<file path="src/rtl/sixt_pkg.sv">
// Shared definitions for the six-tap half-pel path: pixel width default,
// row length limits, feeder state encoding and filter coefficients.
package sixt_pkg;

  localparam int PIX_W_DEF   = 8;
  localparam int ROW_LEN_MIN = 4;
  localparam int ROW_LEN_MAX = 256;

  typedef enum logic [1:0] {
    FILL   = 2'd0,
    STREAM = 2'd1,
    FLUSH  = 2'd2
  } state_t;

  // Filter taps a..f and rounding offset, used by the downstream datapath.
  localparam int signed TAP_COEF [6] = '{1, -5, 20, 20, -5, 1};
  localparam int        ROUND_C      = 16;
  localparam int        ROUND_SHIFT  = 5;

endpackage

</file>
<file path="src/rtl/sixt_tap_feeder_if.sv">
// Pixel-in / window-out stream bundle between row fetch, feeder and filter.
interface sixt_tap_feeder_if
  import sixt_pkg::*;
#(
  parameter int PIX_W   = PIX_W_DEF,
  parameter int ROW_LEN = 16
);
  localparam int COL_W = $clog2(ROW_LEN);

  logic             in_valid;
  logic             in_ready;
  logic [PIX_W-1:0] in_pix;
  logic             out_valid;
  logic             out_ready;
  logic [PIX_W-1:0] a, b, c, d, e, f;
  logic [COL_W-1:0] out_col;
  logic             out_last;

  modport master (
    output in_valid, in_pix, out_ready,
    input  in_ready, out_valid, a, b, c, d, e, f, out_col, out_last
  );

  modport slave (
    input  in_valid, in_pix, out_ready,
    output in_ready, out_valid, a, b, c, d, e, f, out_col, out_last
  );
endinterface

</file>
<file path="src/rtl/sixt_tap_sreg.sv">
// Six-entry pixel shift register; index 0 is tap a (oldest), index 5 is tap f.
module sixt_tap_sreg #(
  parameter int PIX_W = 8
) (
  input  logic                  clk,
  input  logic                  rst_n,
  input  logic                  load,
  input  logic                  shift,
  input  logic [PIX_W-1:0]      din,
  output logic [5:0][PIX_W-1:0] taps
);

  always_ff @(posedge clk or negedge rst_n) begin
    if (!rst_n)
      taps <= '0;
    else if (load)
      taps <= {6{din}};
    else if (shift)
      taps <= {din, taps[5:1]};
  end

endmodule

</file>
<file path="src/rtl/sixt_tap_feeder.sv">
// Turns a pixel row into ROW_LEN border-replicated six-tap windows for the
// half-pel filter, one window per accepted pixel or flush step.
module sixt_tap_feeder
  import sixt_pkg::*;
#(
  parameter int PIX_W   = PIX_W_DEF,
  parameter int ROW_LEN = 16
) (
  input logic               clk,
  input logic               rst_n,
  input logic               clr,
  sixt_tap_feeder_if.slave  bus
);

  localparam int COL_W = $clog2(ROW_LEN);
  localparam logic [COL_W-1:0] LAST_COL  = COL_W'(ROW_LEN - 1);
  localparam logic [COL_W-1:0] FLUSH_COL = COL_W'(ROW_LEN - 4);

  state_t                state, state_nxt;
  logic [1:0]            fill_cnt, fill_cnt_nxt;
  logic [COL_W-1:0]      col, col_nxt, col_inc;
  logic                  out_valid_q, out_valid_nxt;
  logic                  adv, accept, load, shift;
  logic [PIX_W-1:0]      shift_din;
  logic [5:0][PIX_W-1:0] taps;

  assign adv          = !out_valid_q || bus.out_ready;
  assign bus.in_ready = rst_n && adv && (state != FLUSH);
  assign accept       = bus.in_valid && bus.in_ready;
  assign col_inc      = col + COL_W'(1);

  always_ff @(posedge clk or negedge rst_n) begin
    if (!rst_n) begin
      state       <= FILL;
      fill_cnt    <= '0;
      col         <= '0;
      out_valid_q <= 1'b0;
    end else begin
      state       <= state_nxt;
      fill_cnt    <= fill_cnt_nxt;
      col         <= col_nxt;
      out_valid_q <= out_valid_nxt;
    end
  end

  always_comb begin
    state_nxt     = state;
    fill_cnt_nxt  = fill_cnt;
    col_nxt       = col;
    out_valid_nxt = out_valid_q;
    load          = 1'b0;
    shift         = 1'b0;
    shift_din     = bus.in_pix;
    if (clr) begin
      state_nxt     = FILL;
      fill_cnt_nxt  = '0;
      col_nxt       = '0;
      out_valid_nxt = 1'b0;
    end else begin
      unique case (state)
        FILL: begin
          if (accept) begin
            load  = (fill_cnt == 2'd0);
            shift = (fill_cnt != 2'd0);
            if (fill_cnt == 2'd3) begin
              out_valid_nxt = 1'b1;
              col_nxt       = '0;
              fill_cnt_nxt  = '0;
              // With a 4-pixel row, window 0 is already the last fed window.
              state_nxt     = (ROW_LEN == 4) ? FLUSH : STREAM;
            end else begin
              out_valid_nxt = 1'b0;
              fill_cnt_nxt  = fill_cnt + 2'd1;
            end
          end else if (adv) begin
            out_valid_nxt = 1'b0;
          end
        end
        STREAM: begin
          if (accept) begin
            shift         = 1'b1;
            out_valid_nxt = 1'b1;
            col_nxt       = col_inc;
            if (col_inc == FLUSH_COL)
              state_nxt = FLUSH;
          end else if (adv) begin
            out_valid_nxt = 1'b0;
          end
        end
        FLUSH: begin
          if (adv) begin
            shift         = 1'b1;
            shift_din     = taps[5];
            out_valid_nxt = 1'b1;
            col_nxt       = col_inc;
            if (col_inc == LAST_COL)
              state_nxt = FILL;
          end
        end
        default: state_nxt = FILL;
      endcase
    end
  end

  sixt_tap_sreg #(.PIX_W(PIX_W)) u_sreg (
    .clk   (clk),
    .rst_n (rst_n),
    .load  (load),
    .shift (shift),
    .din   (shift_din),
    .taps  (taps)
  );

  assign bus.out_valid = out_valid_q;
  assign bus.out_col   = col;
  assign bus.out_last  = out_valid_q && (col == LAST_COL);
  assign bus.a = taps[0];
  assign bus.b = taps[1];
  assign bus.c = taps[2];
  assign bus.d = taps[3];
  assign bus.e = taps[4];
  assign bus.f = taps[5];

endmodule
</file>
<file path="src/flat_wrapper.sv">
// flat-port wrapper written by rule: the top's interface ports become plain ports
module sixt_tap_feeder_flat import sixt_pkg::*;
#(
  parameter int PIX_W   = PIX_W_DEF,
  parameter int ROW_LEN = 16
)
  (clk, rst_n, clr, bus_in_valid, bus_in_pix, bus_out_ready, bus_in_ready, bus_out_valid, bus_a, bus_b, bus_c, bus_d, bus_e, bus_f, bus_out_col, bus_out_last);
  sixt_tap_feeder_if #(.PIX_W(PIX_W), .ROW_LEN(ROW_LEN)) bus_i ();
  input logic clk;
  input logic rst_n;
  input logic clr;
  input wire logic [$bits(bus_i.in_valid)-1:0] bus_in_valid;
  input wire logic [$bits(bus_i.in_pix)-1:0] bus_in_pix;
  input wire logic [$bits(bus_i.out_ready)-1:0] bus_out_ready;
  output wire logic [$bits(bus_i.in_ready)-1:0] bus_in_ready;
  output wire logic [$bits(bus_i.out_valid)-1:0] bus_out_valid;
  output wire logic [$bits(bus_i.a)-1:0] bus_a;
  output wire logic [$bits(bus_i.b)-1:0] bus_b;
  output wire logic [$bits(bus_i.c)-1:0] bus_c;
  output wire logic [$bits(bus_i.d)-1:0] bus_d;
  output wire logic [$bits(bus_i.e)-1:0] bus_e;
  output wire logic [$bits(bus_i.f)-1:0] bus_f;
  output wire logic [$bits(bus_i.out_col)-1:0] bus_out_col;
  output wire logic [$bits(bus_i.out_last)-1:0] bus_out_last;
  assign bus_i.in_valid = bus_in_valid;
  assign bus_i.in_pix = bus_in_pix;
  assign bus_i.out_ready = bus_out_ready;
  assign bus_in_ready = bus_i.in_ready;
  assign bus_out_valid = bus_i.out_valid;
  assign bus_a = bus_i.a;
  assign bus_b = bus_i.b;
  assign bus_c = bus_i.c;
  assign bus_d = bus_i.d;
  assign bus_e = bus_i.e;
  assign bus_f = bus_i.f;
  assign bus_out_col = bus_i.out_col;
  assign bus_out_last = bus_i.out_last;
  sixt_tap_feeder #(.PIX_W(PIX_W), .ROW_LEN(ROW_LEN)) u_core (.clk(clk), .rst_n(rst_n), .clr(clr), .bus(bus_i));
endmodule
</file>
<file path="config.mk">
export PLATFORM = sky130hd
export DESIGN_NAME = sixt_tap_feeder_flat
export DESIGN_NICKNAME = d
export VERILOG_FILES = /design/src/rtl/sixt_pkg.sv /design/src/rtl/sixt_tap_feeder_if.sv /design/src/rtl/sixt_tap_sreg.sv /design/src/rtl/sixt_tap_feeder.sv /design/src/flat_wrapper.sv
export SDC_FILE = /design/constraint.sdc
export NUM_CORES = 1
export LEC_CHECK = 0
export ABC_AREA = 1
export CAP_MARGIN = 20
export CORE_AREA = 5 5 102 104
export DETAILED_ROUTE_END_ITERATION = 7
export DIE_AREA = 0 0 107 109
export MAX_ROUTING_LAYER = met4
export PLACE_DENSITY = 0.54
export SLEW_MARGIN = 20
export SYNTH_ARGS = -nofsm -noshare
export SYNTH_HDL_FRONTEND = slang
export SYNTH_SLANG_ARGS = --single-unit
</file>
<file path="constraint.sdc">
create_clock -name clk -period 4.4 [get_ports clk]
set_input_delay 0.44 -clock clk [delete_from_list [all_inputs] [get_ports clk]]
set_output_delay 0.44 -clock clk [all_outputs]
set_load 0.02 [all_outputs]
</file>
# Word-level counts from Yosys, hierarchy flattened
# Index checks and enable logic that the tools add are counted.
[totals] inputBits=13 ff_bits=57 wordCells=80 output_inout_bits=55
[classes] eq_ne=13 reduce_logical=17 add_sub_neg=2 n_mux=38
[op_table] cell="$mux 48" n=2
[op_table] cell="$mux 8" n=3
[op_table] cell="$mux 2" n=11
[op_table] cell="$mux 4" n=5
[op_table] cell="$ne 3x2->1 const B" n=6
[op_table] cell="$mux 1" n=13
[op_table] cell="$eq 4x4->1 const B" n=3
[op_table] cell="$pmux 4 s3" n=1
[op_table] cell="$reduce_bool 2->1" n=4
[op_table] cell="$pmux 1 s3" n=2
[op_table] cell="$pmux 2 s3" n=1
[op_table] cell="$reduce_and 6->1" n=1
[op_table] cell="$reduce_and 5->1" n=1
[op_table] cell="$add 4x1->4 const B" n=1
[op_table] cell="$eq 2x2->1 const B" n=2
[op_table] cell="$logic_and 1x1->1" n=4
[op_table] cell="$logic_not 2->1" n=2
[op_table] cell="$reduce_and 2->1" n=2
[op_table] cell="$reduce_bool 4->1" n=1
[op_table] cell="$add 2x1->2 const B" n=1
[op_table] cell="$eq 2x1->1 const B" n=1
[op_table] cell="$ne 2x2->1 const B" n=1
[op_table] cell="$logic_not 1->1" n=1
[op_table] cell="$logic_or 1x1->1" n=1

# Logic depth before layout (Yosys ltp)
[depth] ltp_word=10 mapped_depth=12 ltp_nobuf=11

# Modules after synthesis
# Synthesis repeated with hierarchy kept, for this count alone.
[unflattened] cells_unflattened=335 area_unflattened_um2=2881.5
[modules_own_cells] mod="sixt_tap_sreg" instances=1 area_each_um2=2005.7 seq_area_each_um2=1201.2 cells_each=218
[modules_own_cells] mod="sixt_tap_feeder" instances=1 area_each_um2=875.8 seq_area_each_um2=225.2 cells_each=117

# Worst setup path before layout
# Ideal clock, no wire load.
[synth_path] path_type="register to register" from="register u_core.state[0]" to="register u_core.u_sreg.taps[47] (netlist name)" path_slack_ns=2.731 path_stages_with_launch=11 required_time_ns=4.283 synth_period_minus_slack_ns=1.669 n_path_buf=2 setup_ns=0.117 arrival_ns=1.552 cell_sequence="dfrtp_1 inv_1 ha_1 inv_2 nand4_4 o21ai_1 nand2_1 buf_2 buf_6 nand3_1 nand2_1"
[synth_between] elab_chain_len=7 word_cells_on_any_way=18 classes_between="eq/ne: 3; mux: 11; reduce/logical: 4"
[synth_rtl] element="start, declared" line_no="sixt_tap_feeder.sv:19" source="state_t state, state_nxt;"
[synth_rtl] element="start signal, assigned" line_no="sixt_tap_feeder.sv:39" source="state <= state_nxt;"
[synth_rtl] element="$ne 2x2->1" line_no="sixt_tap_feeder.sv:28" source="assign bus.in_ready = rst_n && adv && (state != FLUSH);"
[synth_rtl] element="$logic_and 1x1->1" line_no="sixt_tap_feeder.sv:28"
[synth_rtl] element="$logic_and 1x1->1" line_no="sixt_tap_feeder.sv:29" source="assign accept = bus.in_valid && bus.in_ready;"
[synth_rtl] element="$mux 1, on equally long branches" line_no="sixt_tap_feeder.sv:80, sixt_tap_feeder.sv:62"
[synth_rtl] element="$pmux 1 s3 / $mux 1 (equally long branches)" line_no="sixt_tap_feeder.sv:60" source="unique case (state)"
[synth_rtl] element="$mux 1" line_no="sixt_tap_feeder.sv:54" source="if (clr) begin"
[synth_rtl] element="$reduce_bool 2->1 (no source line) / $mux 48 (equally long branches)"
[synth_rtl] element="end signal, assigned" line_no="sixt_tap_sreg.sv:17" source="taps <= {6{din}};"
[synth_rtl] element="end signal, assigned" line_no="sixt_tap_sreg.sv:19" source="taps <= {din, taps[5:1]};"
[synth_rtl] element="end, declared" line_no="sixt_tap_sreg.sv:10" source="output logic [5:0][PIX_W-1:0] taps"
# Several ways; a longest one is shown, not always the timed one. The select of a mux whose other input is x is not followed.
# A chain may end at the register's enable or synchronous reset.

# Final worst setup path
[layout_path] from="register u_core.fill_cnt[0]" to="register u_core.u_sreg.taps[39] (netlist name)"
[layout_between] elab_chain_len=5 word_cells_on_any_way=10 classes_between="mux: 7; reduce/logical: 3"
[layout_rtl] element="start, declared" line_no="sixt_tap_feeder.sv:20" source="logic [1:0] fill_cnt, fill_cnt_nxt;"
[layout_rtl] element="start signal, assigned" line_no="sixt_tap_feeder.sv:40" source="fill_cnt <= fill_cnt_nxt;"
[layout_rtl] element="$reduce_bool 2->1 / $logic_not 2->1 (equally long branches)" line_no="sixt_tap_feeder.sv:64, sixt_tap_feeder.sv:63"
[layout_rtl] element="$mux 1" line_no="sixt_tap_feeder.sv:62" source="if (accept) begin"
[layout_rtl] element="$pmux 1 s3 / $mux 1 (equally long branches)" line_no="sixt_tap_feeder.sv:60"
[layout_rtl] element="$mux 1" line_no="sixt_tap_feeder.sv:54"
[layout_rtl] element="$reduce_bool 2->1 (no source line) / $mux 48 (equally long branches)"
# Several ways; a longest one is shown, not always the timed one.

==> flow_metrics.env <==
export IMPL_p_per_area_nw_per_um2=687
export IMPL_cap_violations=0
export IMPL_ys_seq_area_share_pct=45.1
export IMPL_yosys_warnings=0
export IMPL_final_nets=513
export IMPL_syn_area_sq_um=3160
export IMPL_crit_chain="inv_1, ha_1, nor2_1, nor2_1, o21ai_1, nand2_1, buf_4, nand2_2, nand2_1, nand2_1"
export IMPL_post_cts_setup_buffer_count=0
export IMPL_area_delta_synth_final_pct=27.2
export IMPL_dieHeight_um=109
export IMPL_globalplace_congestion=0.852
export IMPL_drtAntennaViolNets=0
export IMPL_grt_pass1_wl_um=14600
export IMPL_drt_drc_violations_left=0
export IMPL_drt_pass1_iter_count=4
export IMPL_critPathMaxFanout=49
export IMPL_antenna_cells=0
export IMPL_io_pin_count=68
export IMPL_synthFlopType="dfrtp_1"
export IMPL_synthArstFlopShare_pct=100
export IMPL_rsz0062_at_grt="false"
export IMPL_tns_ps=0
export IMPL_antenna_found_initial=0
export IMPL_ctsHoldBuffers=0
export IMPL_r2r_cells=10
export IMPL_num_rows=36
export IMPL_port_buffers=67
export IMPL_finalClockSkew_ps=16.4
export IMPL_reg2reg_slack_ps=1650
export IMPL_tightest_slew_ps=883
export IMPL_core_area_sq_um=9460
export IMPL_routed_via_count=2953
export IMPL_worstPathArrival_ps=2970
export IMPL_dieArea_sq_um=11700
export IMPL_syn_inst=432
export IMPL_dr_wl_met2_um=3800
export IMPL_setup_viol=0
export IMPL_synth_net_count=455
export IMPL_clock_latency_ps=340
export IMPL_cts_clk_slew_worst_paths_ps=70
export IMPL_p_leak_nw=2.16
export IMPL_dr_wl_met3_um=362
export IMPL_cts_resized=0
export IMPL_wire_per_inst_um=14.3
export IMPL_routed_top_layer="met4"
export IMPL_cts_sinks=57
export IMPL_ys_seq_elements=57
export IMPL_first_global_vias=2851
export IMPL_total_power_mw=2.76
export IMPL_overflow=0
export IMPL_run_status="finished, final reports clean"
export IMPL_path_buf_inv=2
export IMPL_relSlewSlack_pct=40.9
export IMPL_critPathMaxStageDelay_ps=650
export IMPL_wl_met1_um=4370
export IMPL_track_usage_pct=16.3
export IMPL_yosys_area_top_type_share_pct=45.1
export IMPL_ctsHtreeMaxLevel=3
export IMPL_grt_max_degree=89
export IMPL_nFillCells=999
export IMPL_via_per_inst=4.85
export IMPL_hp_class="primary input to async pin"
export IMPL_yosys_area_top_type="dfrtp_1"
export IMPL_start_util_pct=33.4
export IMPL_die_w_um=107
export IMPL_cp_end_kind="register"
export IMPL_cts_root_buf="clkbuf_8"
export IMPL_synth_cell_types=22
export IMPL_hold_violations=0
export IMPL_criticalPathCategory="register to register"
export IMPL_dp_cells=593
export IMPL_cts_tree="built"
export IMPL_ir_drop_mv=0.267
export IMPL_drive_gt1_share_pct=6.06
export IMPL_numCtsBuffers=9
export IMPL_period_minus_slack_ps=2750
export IMPL_min_period_over_period_pct=62.4
export IMPL_cp_required_ps=4620
export IMPL_cp_top_family="simple AND/OR/NAND/NOR gates"
export IMPL_drtIter0Drc=170
export IMPL_whs_ps=314
export IMPL_critPathLaunchType="register"
export IMPL_path_depth=10
export IMPL_dp_slack_ps=1440
export IMPL_crit_slowest_cell="nand2_2"
export IMPL_cp_common_cell="nand2_1"
export IMPL_max_freq_mhz=364
export IMPL_setup_slack_ps=1650
export IMPL_avgSynthCellArea_sq_um=7.32
export IMPL_ys_top_cells_by_area="dfrtp_1 45%, nand2_1 26%, nand3_1 11%"
export IMPL_clock_path_buffers=2
export IMPL_final_cells=609
export IMPL_finalWirelength_um=8710
export IMPL_slew_viol_final=0
export IMPL_dpl_hpwl_um=5800
export IMPL_synth_edf_count=0
state kept, by name, summed over array words and instances, names as in the netlist:
| register | cells |
|---|---|
| u_core.u_sreg.taps | 48 |
| u_core.state | 2 |
| u_core.fill_cnt | 2 |
| u_core.bus.out_valid | 1 |
| u_core.bus.out_col | 4 |
cell families (layout without fill, tap and decap cells):
logic type,Yosys count,after routing,share of synthesized area [%]
AO/OA/AOI/OAI,11,11,2.10
buffers and inverters,40,103,6.89
adder cells (fa/ha/maj),10,10,3.96
AND/OR/NAND/NOR,314,314,41.9
flip-flops,57,57,45.1
per-stage QoR:
stage               utilization (%)  cell area [sq um]
finish                         42.5               4020
floorplan                         -               3160
global route                   42.5               4020
CTS                            42.5               4020
global placement               40.6               3840
detailed placement             40.6               3840
cell usage in the layout, fill, tap and decap left out:
master,n
nand2_1,221
nand3_1,71
clkdlybuf4s50_1,66
dfrtp_1,57
inv_1,15
nor2_1,11
ha_1,10
clkbuf_8,10
o21ai_1,6
o21ai_0,4
nand2_2,3
nand4_1,3
clkinv_4,3
buf_4,3
inv_2,2
clkinv_2,2
nand4_4,1
nor2_4,1
nand2_4,1
nand3b_1,1
a21oi_4,1
nand3_2,1
clkinvlp_4,1
buf_2,1
layout make-up:
cell class,count,area (sq um),share of cell area [%]
clock inverters,6,43.8,1.09
inverters,17,63.8,1.59
well taps,114,143,3.55
repair buffers,70,688,17.1
clock buffers,10,138,3.42
multi-input cells,335,1520,37.7
flip-flops and latches,57,1430,35.5
synthesized netlist by cell type, types with 2 or more instances:
library cell,instances
buf_2,9
buf_4,5
buf_6,5
clkbuf_1,3
dfrtp_1,57
ha_1,10
inv_1,15
inv_2,2
nand2_1,221
nand2_2,3
nand3_1,71
nand4_1,3
nor2_1,11
o21ai_0,4
o21ai_1,6
worst paths after layout:
path | start | end
max | u_core.fill_cnt[0] | u_core.u_sreg.taps[39]
max in group asynchronous | rst_n | u_core.u_sreg.taps[6]
min in group clk | u_core.u_sreg.taps[5] | u_core.u_sreg.taps[5]
min reg2reg | u_core.u_sreg.taps[5] | u_core.u_sreg.taps[5]
max reg2reg | u_core.fill_cnt[0] | u_core.u_sreg.taps[39]
min | rst_n | u_core.state[0]
metal layers:
metal	track usage, %	vias to the layer above
met1	23.3	1382
met4	6.39	0
met5	-	-
met3	2.55	16
met2	23.2	67
li1	-	1488
report_power, final:
group,leakage (nW),internal [mW],switching [mW]
logic,1.32,0.585,0.786
registers,0.749,0.733,0.204
clock network,0.0922,0.220,0.233
total,2.16,1.54,1.22
Note: power is estimated with default switching activity, not from simulation.
==> RTL edit, RTL diff (config.mk and constraints unchanged) <==
Re-encode `state_t` (3 states) as one-hot, 3 bits wide.
--- a/src/rtl/sixt_pkg.sv
+++ b/src/rtl/sixt_pkg.sv
@@ -8,6 +8,6 @@
 
-  typedef enum logic [1:0] {
-    FILL   = 2'd0,
-    STREAM = 2'd1,
-    FLUSH  = 2'd2
+  typedef enum logic [2:0] {
+    FILL   = 3'b001,
+    STREAM = 3'b010,
+    FLUSH  = 3'b100
   } state_t;
Formal check against the unedited RTL: same outputs for any inputs over 4 cycles, from zero or initial values and one cycle with rst_n low; so few cycles prove little.
==> RTL edit against the original RTL <==
  * Largest cell class unchanged
  * Maximum frequency rose by 0.28%
  * Sequential cell count up 1
  * Highest routed layer unchanged
  * Final area stayed put
  * Area after synthesis fell by 1.3%
  * Routed wire length is 0.64% lower
  * Synthesized cell count is 0.23% higher
  * Largest power group unchanged
  * Clock power fell by 8.4%
  * Setup slack improved by 0.0077 ns
  * Power down 16%
==> RTL edit: results (changes against the original RTL) <==
* Critical path peak fanout at 54 (+10%)
* CTS buffer count at 9 (unchanged)
* Critical-path top delay cell: nand4_4
* Clock slew at reported path FFs at 0.07 ns (about the same)
* Largest register FFs at 48 (unchanged)
* Root Driver: clkbuf_8
* Status: finished, final reports clean
* Wire per inst at 14.1 um (-1.5%)
* Total track usage at 16.4% (+0.037 points)
* Max VDD drop at 0.000265 V (-1.0%)
* Post-synth top flop: dfrtp_1
* Most frequent cells after synthesis: nand2_1, nand3_1, dfrtp_1
* FFs w/ async S/R, synth at 100% (unchanged)
* Length of the first detailed-routing pass in iterations at 4 (unchanged)
* Worst R2R End: u_core.u_sreg.taps[22]
* Routability cong. at 0.819 (-3.9%)
* H-tree Lvls at 3 (unchanged)
* Register area share after synthesis at 46.6% (+1.4 points)
* Critical Path Max Stage Delay at 0.57 ns (-0.08 ns)
* Most flop-heavy register: u_core.u_sreg.taps
* Leakage Power at 2.21 nW (+2.0%)
* Nets at 514 (+0.19%)
* Worst slew pin tran at 0.743 ns (-0.140 ns)
* Post-DP HPWL at 5900 um (+1.8%)
* Cells on worst reg2reg path at 9 (-1)
* WP data arrival at 2.97 ns (about the same)
* Port Buffers at 67 (unchanged)
* PwrDens at 574 nW/um^2 (-16%)
* Pin count of the biggest net entering global routing at 59 (-34%)
* Crit path kind: input port to flop
* ANT cells at 0 (unchanged)
* Antenna violations before repair at 0 (unchanged)
* CTS Buffer Depth at 2 (unchanged)
* First-pass GRT wire length at 14,500 um (-0.62%)
* DRT iter0 DRCs at 162 (-4.7%)
* Crit. Startpoint: bus_out_ready
* Synth warnings at 0 (unchanged)
* Net count of the mapped netlist at 451 (-0.88%)
* Clk_skew at 0.00859 ns (-0.00780 ns)
* Post CTS Setup Buffer Count at 0 (unchanged)
* FF-to-FF Start: u_core.bus.out_valid
* R2r setup slk at 1.83 ns (+0.18 ns)
* Type of the most critical hold path: input port to asynchronous set/reset pin
* Via Count at 2,964 (+0.37%)
* Synth top area cells: dfrtp_1, nand2_1, nand3_1
* Synth cell types at 25 (+14%)
* Share of cells above drive strength 1 at 7.00% (+0.94 points)
* Vias in the first global route at 2,902 (+1.8%)
[RTL edit: logic make-up after synthesis]
logic type,after synthesis,share of synthesized area (%)
buf+inv,36,5.29
fa+ha+maj,5,2.01
xor+xnor,1,0.281
simple gates,323,44.0
flops,58,46.6
compound gates,10,1.85
[RTL edit: area by class of cell]
class | instances | area [sq um]
tap | 114 | 143
multi-input combinational | 339 | 1500
clock buffer | 9 | 124
sequential | 58 | 1450
fill | 999 | 5440
timing repair buffer | 72 | 703
inverter | 16 | 60.1
clock inverter | 6 | 35.0
[RTL edit: worst max-delay path, delay by kind of cell]
family | cells | cell delay, ns
and+or+nand+nor | 8 | 1.49
buffers and inverters | 3 | 1.02
[RTL edit: power by group]
part / switching, W / internal [W]
Sequential: 0.000170 / 0.000698
Clock: 0.000218 / 0.000196
Combinational: 0.000579 / 0.000445
[RTL edit: how the worst min path moves through the flow]
| stage | endpoint | slack (ns) |
|---|---|---|
| detailed placement | u_core.u_sreg.taps[1] | 0.50 |
| global placement | u_core.u_sreg.taps[6] | 0.49 |
| floorplan | u_core.bus.out_col[0] | 0.14 |
| CTS | u_core.u_sreg.taps[9] | 0.33 |
| finish | u_core.u_sreg.taps[46] | 0.30 |
| global route | u_core.u_sreg.taps[40] | 0.38 |
[RTL edit: routing by layer]
layer	GRT usage, %	vias up	share of wire (%)
li1	-	1504	-
met1	22.7	1367	49
met2	23.6	82	44
met3	2.96	11	4.6
met4	6.76	0	1.7
met5	-	-	0
[RTL edit: per-stage QoR]
step                cells  setup WS, ns  instance area, sq um  utilization (%)  hold slack, ns
floorplan             433          2.67                  3120                -           0.144
global placement      599          1.36                  3860             40.8           0.494
detailed placement    599          1.29                  3860             40.8           0.502
CTS                   614          1.66                  4020             42.5           0.334
global route          614          1.41                  4020             42.5           0.380
finish                614          1.66                  4020             42.5           0.298
